## config.mk

```make
export PLATFORM = sky130hd
export DESIGN_NAME = bram_burst_master
export DESIGN_NICKNAME = d
export VERILOG_FILES = /design/src/rtl/bram_burst_master.sv
export SDC_FILE = /design/constraint.sdc
export NUM_CORES = 1
export LEC_CHECK = 0
export ABC_AREA = 1
export BUFFER_PORTS_ARGS = -buffer_cell sky130_fd_sc_hd__buf_2
export CAP_MARGIN = 30
export CORE_MARGIN = 2
export CORE_UTILIZATION = 30
export DETAILED_ROUTE_END_ITERATION = 12
export PLACE_DENSITY = 0.62
export SYNTH_ARGS = -nofsm -noshare
export SYNTH_HDL_FRONTEND = slang
export SYNTH_SLANG_ARGS = --single-unit
```

## constraint.sdc

```tcl
create_clock -name i_clk -period 5.5 [get_ports i_clk]
set_clock_uncertainty 0.05 [all_clocks]
set_input_delay 0.275 -clock i_clk [delete_from_list [all_inputs] [get_ports i_clk]]
set_output_delay 0.275 -clock i_clk [all_outputs]
set_load 0.005 [all_outputs]
```

## src/rtl/bram_burst_master.sv

```systemverilog
// Burst initiator for one bram port: converts start-address/length commands into
// per-word bram accesses, with write beats from a stream and read beats to a stream.
`ifndef DATA_WIDTH
`define DATA_WIDTH 8
`endif

module bram_burst_master #(
  parameter int DATA_WIDTH = `DATA_WIDTH,
  parameter int ADDR_WIDTH = 12,
  parameter int LEN_WIDTH  = 8
) (
  input  logic                  i_clk,
  input  logic                  i_rst,
  input  logic                  i_cmd_valid,
  output logic                  o_cmd_ready,
  input  logic                  i_cmd_write,
  input  logic [ADDR_WIDTH-1:0] i_cmd_addr,
  input  logic [LEN_WIDTH-1:0]  i_cmd_len,
  input  logic                  i_wr_valid,
  output logic                  o_wr_ready,
  input  logic [DATA_WIDTH-1:0] i_wr_data,
  output logic                  o_rd_valid,
  input  logic                  i_rd_ready,
  output logic [DATA_WIDTH-1:0] o_rd_data,
  output logic                  o_rd_last,
  output logic                  o_busy,
  output logic                  o_bram_write,
  output logic [ADDR_WIDTH-1:0] o_bram_addr,
  output logic [DATA_WIDTH-1:0] o_bram_data,
  input  logic [DATA_WIDTH-1:0] i_bram_data
);

  typedef enum logic [1:0] {
    S_IDLE,
    S_WRITE,
    S_READ,
    S_DRAIN
  } state_t;

  state_t                r_state;
  logic [ADDR_WIDTH-1:0] r_cur_addr;
  logic [LEN_WIDTH-1:0]  r_remaining;
  logic                  r_inflight;
  logic                  r_inflight_last;
  logic                  r_head_valid;
  logic                  r_head_last;
  logic [DATA_WIDTH-1:0] r_head_data;
  logic                  r_tail_valid;
  logic                  r_tail_last;
  logic [DATA_WIDTH-1:0] r_tail_data;

  logic       w_cmd_hs;
  logic       w_wr_hs;
  logic       w_pop;
  logic [1:0] w_occ;
  logic       w_rd_issue;
  logic       w_last_beat;
  logic       w_drain_done;

  assign w_cmd_hs    = i_cmd_valid && (r_state == S_IDLE);
  assign w_wr_hs     = i_wr_valid && (r_state == S_WRITE);
  assign w_pop       = r_head_valid && i_rd_ready;
  assign w_last_beat = (r_remaining == '0);

  // Buffered beats plus the one in the bram pipeline must leave room for a new issue,
  // counting the slot freed by a pop happening this cycle.
  assign w_occ      = {1'b0, r_head_valid} + {1'b0, r_tail_valid} + {1'b0, r_inflight};
  assign w_rd_issue = (r_state == S_READ) && ((w_occ - {1'b0, w_pop}) < 2'd2);

  assign w_drain_done = w_pop && r_head_last && !r_tail_valid && !r_inflight;

  assign o_cmd_ready  = (r_state == S_IDLE);
  assign o_busy       = (r_state != S_IDLE);
  assign o_wr_ready   = (r_state == S_WRITE);
  assign o_bram_write = w_wr_hs;
  assign o_bram_addr  = (w_wr_hs || w_rd_issue) ? r_cur_addr : '0;
  assign o_bram_data  = w_wr_hs ? i_wr_data : '0;
  assign o_rd_valid   = r_head_valid;
  assign o_rd_data    = r_head_data;
  assign o_rd_last    = r_head_last;

  always_ff @(posedge i_clk) begin
    if (i_rst) begin
      r_state     <= S_IDLE;
      r_cur_addr  <= '0;
      r_remaining <= '0;
    end else begin
      case (r_state)
        S_IDLE: begin
          if (w_cmd_hs) begin
            r_cur_addr  <= i_cmd_addr;
            r_remaining <= i_cmd_len;
            r_state     <= i_cmd_write ? S_WRITE : S_READ;
          end
        end
        S_WRITE: begin
          if (w_wr_hs) begin
            r_cur_addr <= r_cur_addr + ADDR_WIDTH'(1);
            if (w_last_beat) r_state <= S_IDLE;
            else r_remaining <= r_remaining - LEN_WIDTH'(1);
          end
        end
        S_READ: begin
          if (w_rd_issue) begin
            r_cur_addr <= r_cur_addr + ADDR_WIDTH'(1);
            if (w_last_beat) r_state <= S_DRAIN;
            else r_remaining <= r_remaining - LEN_WIDTH'(1);
          end
        end
        S_DRAIN: begin
          if (w_drain_done) r_state <= S_IDLE;
        end
        default: r_state <= S_IDLE;
      endcase
    end
  end

  // Two-entry response FIFO: head drives the read stream, tail absorbs a beat under backpressure.
  always_ff @(posedge i_clk) begin
    if (i_rst) begin
      r_inflight      <= 1'b0;
      r_inflight_last <= 1'b0;
      r_head_valid    <= 1'b0;
      r_head_last     <= 1'b0;
      r_head_data     <= '0;
      r_tail_valid    <= 1'b0;
      r_tail_last     <= 1'b0;
      r_tail_data     <= '0;
    end else begin
      r_inflight      <= w_rd_issue;
      r_inflight_last <= w_rd_issue && w_last_beat;
      if (w_pop) begin
        if (r_tail_valid) begin
          r_head_valid <= 1'b1;
          r_head_data  <= r_tail_data;
          r_head_last  <= r_tail_last;
          r_tail_valid <= r_inflight;
          r_tail_data  <= i_bram_data;
          r_tail_last  <= r_inflight_last;
        end else begin
          r_head_valid <= r_inflight;
          r_head_data  <= i_bram_data;
          r_head_last  <= r_inflight_last;
        end
      end else if (!r_head_valid) begin
        r_head_valid <= r_inflight;
        r_head_data  <= i_bram_data;
        r_head_last  <= r_inflight_last;
      end else if (r_inflight) begin
        r_tail_valid <= 1'b1;
        r_tail_data  <= i_bram_data;
        r_tail_last  <= r_inflight_last;
      end
    end
  end

endmodule

```

### Yosys cells after proc, flatten, opt, wreduce, memory -nomap -nowiden

Cells that the tools add are included.

| storage, ports and cells | value |
|---|---|
| bits in latches | 0 |
| bits in read-only memories | 0 |
| register bits after elaboration | 44 |
| memories kept | 0 |
| input bits | 42 |
| logic and storage cells | 89 |
| bits in writable memories | 0 |
| output and inout bits | 34 |

| cells by class | value |
|---|---|
| equality and inequality tests | 11 |
| $mul | 0 |
| reductions and logical operators | 21 |
| multiplexer cells | 40 |
| divide/modulo/power cells | 0 |
| add/sub/neg operators | 5 |
| order comparisons | 1 |
| shift-type cells | 0 |
| bitwise logic cells | 0 |

Operator list:

| operator | number |
|---|---|
| 8-bit two-way mux | 12 |
| 12-bit two-way mux | 4 |
| 12-bit case mux with 3 select lines | 1 |
| 8-bit case mux with 3 select lines | 1 |
| 1-bit two-way mux | 14 |
| 2-bit two-way mux | 7 |
| 12-bit by 1-bit adder with 12-bit output, second input constant | 1 |
| 1-bit logical AND | 8 |
| 8-bit zero test | 1 |
| 2-bit by 1-bit != test with 1-bit output, second input constant | 4 |
| 2-bit != test, second input constant | 4 |
| 2-bit case mux with 4 select lines | 1 |
| 8-bit by 1-bit subtractor with 8-bit output, second input constant | 1 |
| 6-bit AND reduction | 1 |
| 2-bit nonzero test | 3 |
| 2-bit == test, second input constant | 2 |
| 4-bit AND reduction | 1 |
| 3-bit AND reduction | 1 |
| 3-bit nonzero test | 1 |
| 1-bit by 1-bit adder with 2-bit output | 1 |
| 2-bit by 1-bit adder with 2-bit output | 1 |
| 2-bit by 1-bit == test with 1-bit output, second input constant | 1 |
| 1-bit zero test | 2 |
| 2-bit zero test | 1 |
| other kinds (4) | 4 |

### Depth between registers and ports, before layout

| logic depth | value |
|---|---|
| depth after elaboration | 7 |
| depth in mapped cells | 12 |
| depth with buffers taken out | 12 |

### Least setup slack after synthesis

No wires, ideal clock.

| path | value |
|---|---|
| kind | register to output |
| start point | register r_head_valid (netlist: o_rd_valid) |
| end point | output o_bram_addr[10] |
| buffers on the path | 1 |
| required time | 5.175 ns |
| stages on the path, launching flop included | 12 |
| data arrival time | 1.727 ns |
| slack | 3.448 ns |
| path through | dfxtp_1 > nand2_2 > ha_1 > ha_1 > nand2_1 > nand3_1 > nand2_1 > nand2_1 > nand2_1 > inv_1 > buf_2 > nor2_1 |

| on the way | value |
|---|---|
| word-level cells in the longest chain between the ends | 7 |
| elaborated cells between the ends (all ways) | 8 |
| those cells by class | add/sub: 3; order compare: 1; mux: 1; reduce/logical: 3 |

RTL lines:

| what | RTL line | source |
|---|---|---|
| from (decl) | 45 | `logic r_head_valid;` |
| from (signal assigned) | 141 | `r_head_valid <= r_inflight;` |
| from (signal assigned) | 146 | `r_head_valid <= r_inflight;` |
| 1-bit by 1-bit adder with 2-bit output | 67 | `assign w_occ = {1'b0, r_head_valid} + {1'b0, r_tail_valid} + {1'b0, r_inflight};` |
| 2-bit by 1-bit adder with 2-bit output | 67 |  |
| 2-bit by 1-bit subtractor with 2-bit output (*) | 68 | `assign w_rd_issue = (r_state == S_READ) && ((w_occ - {1'b0, w_pop}) < 2'd2);` |
| 2-bit less-than comparator (*) | 68 |  |
| 1-bit logical AND (*) | 68 |  |
| 1-bit logical OR (*) | 76 | `assign o_bram_addr = (w_wr_hs \|\| w_rd_issue) ? r_cur_addr : '0;` |
| 12-bit two-way mux (*) | 76 |  |
| to (decl) | 28 | `output logic [ADDR_WIDTH-1:0] o_bram_addr,` |

Mark *: on every way between the ends. The rest lies on a longest branch, timed or not.

### Worst setup path in the final report

| path | value |
|---|---|
| start point | register r_head_valid (netlist: o_rd_valid) |
| end point | output o_bram_addr[11] |

Same word-level chain as after synthesis.

==> flow_metrics.tcl <==
set metrics [dict create \
    synth.most_common_cell "nand2_1" \
    grt_pass1_wl_mm 11.3 \
    cts_buffer_depth 2 \
    antenna_found_initial 0 \
    p_per_area_mw_per_mm2 495 \
    layout_min_cycle_time_ps 2660 \
    status "finished clean" \
    synth_cells 425 \
    finalSetupTns_ps 0 \
    start_kind "register" \
    synth_edf_count 0 \
    clk_pin_slew_worst_paths_ps 80 \
    cts_root_buffer "clkbuf_8" \
    synthesis.nets 478 \
    grt_setup_unrepaired "no" \
    area_growth_pct 19.3 \
    fin_crit_sh 0.484 \
    start_util 0.308 \
    critPathRequiredTime_ps 5180 \
    postCtsSetupBuffers 0 \
    die_area_sq_mm 0.00967 \
    coreArea_sq_mm 0.00868 \
    hold_viol_final 0 \
    setup_viol 0 \
    cp_max_fo 12 \
    yosysWarningCount 0 \
    hold_buffers 0 \
    ys_ff_latch 44 \
    rows 34 \
    arrival_ps 2340 \
    dpl_cell_area_sq_mm 0.00309 \
    first_global_vias 2576 \
    nNetsFinal 545 \
    maxSlewViolCount 0 \
    dp_hpwl_mm 4.96 \
    fin_cells 601 \
    tightest_slew_ps 980 \
    synth.top_cells.by_count "111 x nand2_1, 69 x nor2_1, 57 x inv_1, 45 x o21ai_0, 44 x dfxtp_1" \
    cts_max_level 2 \
    setup_slack_ps 2840 \
    post-route-drc-count 0 \
    grt.overflow.total 0 \
    io_buffers 75 \
    vias_per_cell 4.60 \
    ys_types 26 \
    ctsResizeCount 0 \
    synth_area_leaders "dfxtp_1 33%, nand2_1 16%, nor2_1 9.7%" \
    max_cap_violations 0 \
    placed_cells 593 \
    leakagePower_nw 1.67 \
    detail_route.first_pass.iterations 4 \
    cts_sinks 44 \
    insertion_delay_ps 300 \
    cts_tree "built" \
    wl_per_cell_um 11.2 \
    gp_congestion 0.806 \
    maxSlewHeadroom 0.346 \
    cts_buffers 5 \
    design_area_sq_mm 0.00319 \
    worstSetupPathType "register to output pin" \
    die_w_um 98.4 \
    n_antenna_cell 0 \
    irDropWorstVdd_uv 138 \
    drive_gt1_frac 0.191 \
    max_freq_mhz 375 \
    grt_use_total 0.139 \
    synth_area_sq_mm 0.00267 \
    postSynthAreaPerCell_sq_um 6.29 \
    async_flop_share 0 \
    num_io_pins 76 \
    synth_seq_area_share 0.330 \
    routed_wl_mm 6.71 \
    worstSetupEndpointType "output pin" \
    yosys.area.top_type "dfxtp_1" \
    antenna_left 0 \
    dp_slack_ps 3040 \
    ys.flop_type "dfxtp_1" \
    routed-via-count 2764 \
    grt_max_degree 36 \
    fp.dieH_um 98.4 \
    yosysTopAreaCellShare 0.330 \
    drt_iter0_markers 145 \
    min_path_type "primary input to register" \
]
[area by class of cell]
cell class / instances / area, sq um
fillers: 960 / 5490
multi-input cells: 308 / 1480
flip-flops and latches: 44 / 881
repair buffers: 75 / 375
inverters: 58 / 218
well taps: 108 / 135
clock buffers: 7 / 86.3
clock inverters: 1 / 7.51
[where the power goes]
group | total [W] | internal, W | switching, W
combinational | 0.000875 | 0.000304 | 0.000571
sequential | 0.000487 | 0.000410 | 0.0000773
clock | 0.000214 | 0.000102 | 0.000112
total | 0.00158 | 0.000817 | 0.000760
[per-stage QoR]
stage               hold WS, ps  utilization  total power, W
global placement            420        0.356         0.00134
global route                177        0.367         0.00174
CTS                         166        0.367         0.00159
floorplan                   360            -         0.00117
finish                      183        0.367         0.00158
detailed placement          422        0.356         0.00137
[logic make-up after synthesis]
kind of cell / after synthesis / synth area share
XOR/XNOR: 2 / 0.00656
multiplexers: 3 / 0.0112
buffers and inverters: 73 / 0.115
flip-flops: 44 / 0.330
AO/OA/AOI/OAI: 80 / 0.152
AND/OR/NAND/NOR: 212 / 0.333
adder cells (fa/ha/maj): 11 / 0.0515
[per-layer routing]
metal,share of wire,track usage
met1,0.47,0.179
met2,0.48,0.239
met3,0.049,0.0279
met4,0.0043,0.0348
met5,0,0
[worst max-delay path, cell delays in order (launching register included)]
cell	delay [ps]
dfxtp_1	410
nand2_2	110
ha_1	280
ha_1	270
nand2_1	80
nand2_1	70
nand2_2	80
nand2_1	50
nand2_1	100
nand2_1	70
inv_1	290
nor2_1	90
buf_2	140
[worst paths after layout]
kind         slack [ps]  cells past startpoint                   startpoint                     endpoint
max                2840                     12        o_rd_valid$_SDFF_PP0_              o_bram_addr[11]
min                 180                      3               i_bram_data[0]  r_tail_data[0]$_SDFFE_PP0P_
max reg2reg        3020                      6      r_state[0]$_SDFFE_PP0P_   r_cur_addr[0]$_SDFFE_PP0P_
min reg2reg         440                      2  r_cur_addr[11]$_SDFFE_PP0P_  r_cur_addr[11]$_SDFFE_PP0P_
[cell usage in the layout (no fill, tap or decap)]
cell type   instances
a21boi_0            1
a21oi_1            30
a31oi_1             2
buf_2              75
clkbuf_1            1
clkbuf_8            6
clkinvlp_4          1
dfxtp_1            44
ha_1               11
inv_1              57
inv_2               1
mux2i_1             3
nand2_1           111
nand2_2             6
nand3_1            18
nand3_4             2
nand4_1             2
nand4_4             1
nor2_1             69
nor2_2              2
nor4_1              1
o21ai_0            45
o21ai_1             1
o22ai_1             1
xor2_1              2
[registers in the layout (all words and copies together), names as in the netlist]
name and count:
o_rd_data 8, o_rd_last 1, o_rd_valid 1, r_cur_addr 12, r_inflight 1, r_inflight_last 1
r_remaining 8, r_state 2, r_tail_data 8, r_tail_last 1, r_tail_valid 1
No activity file was read; power rests on OpenSTA's default activity.
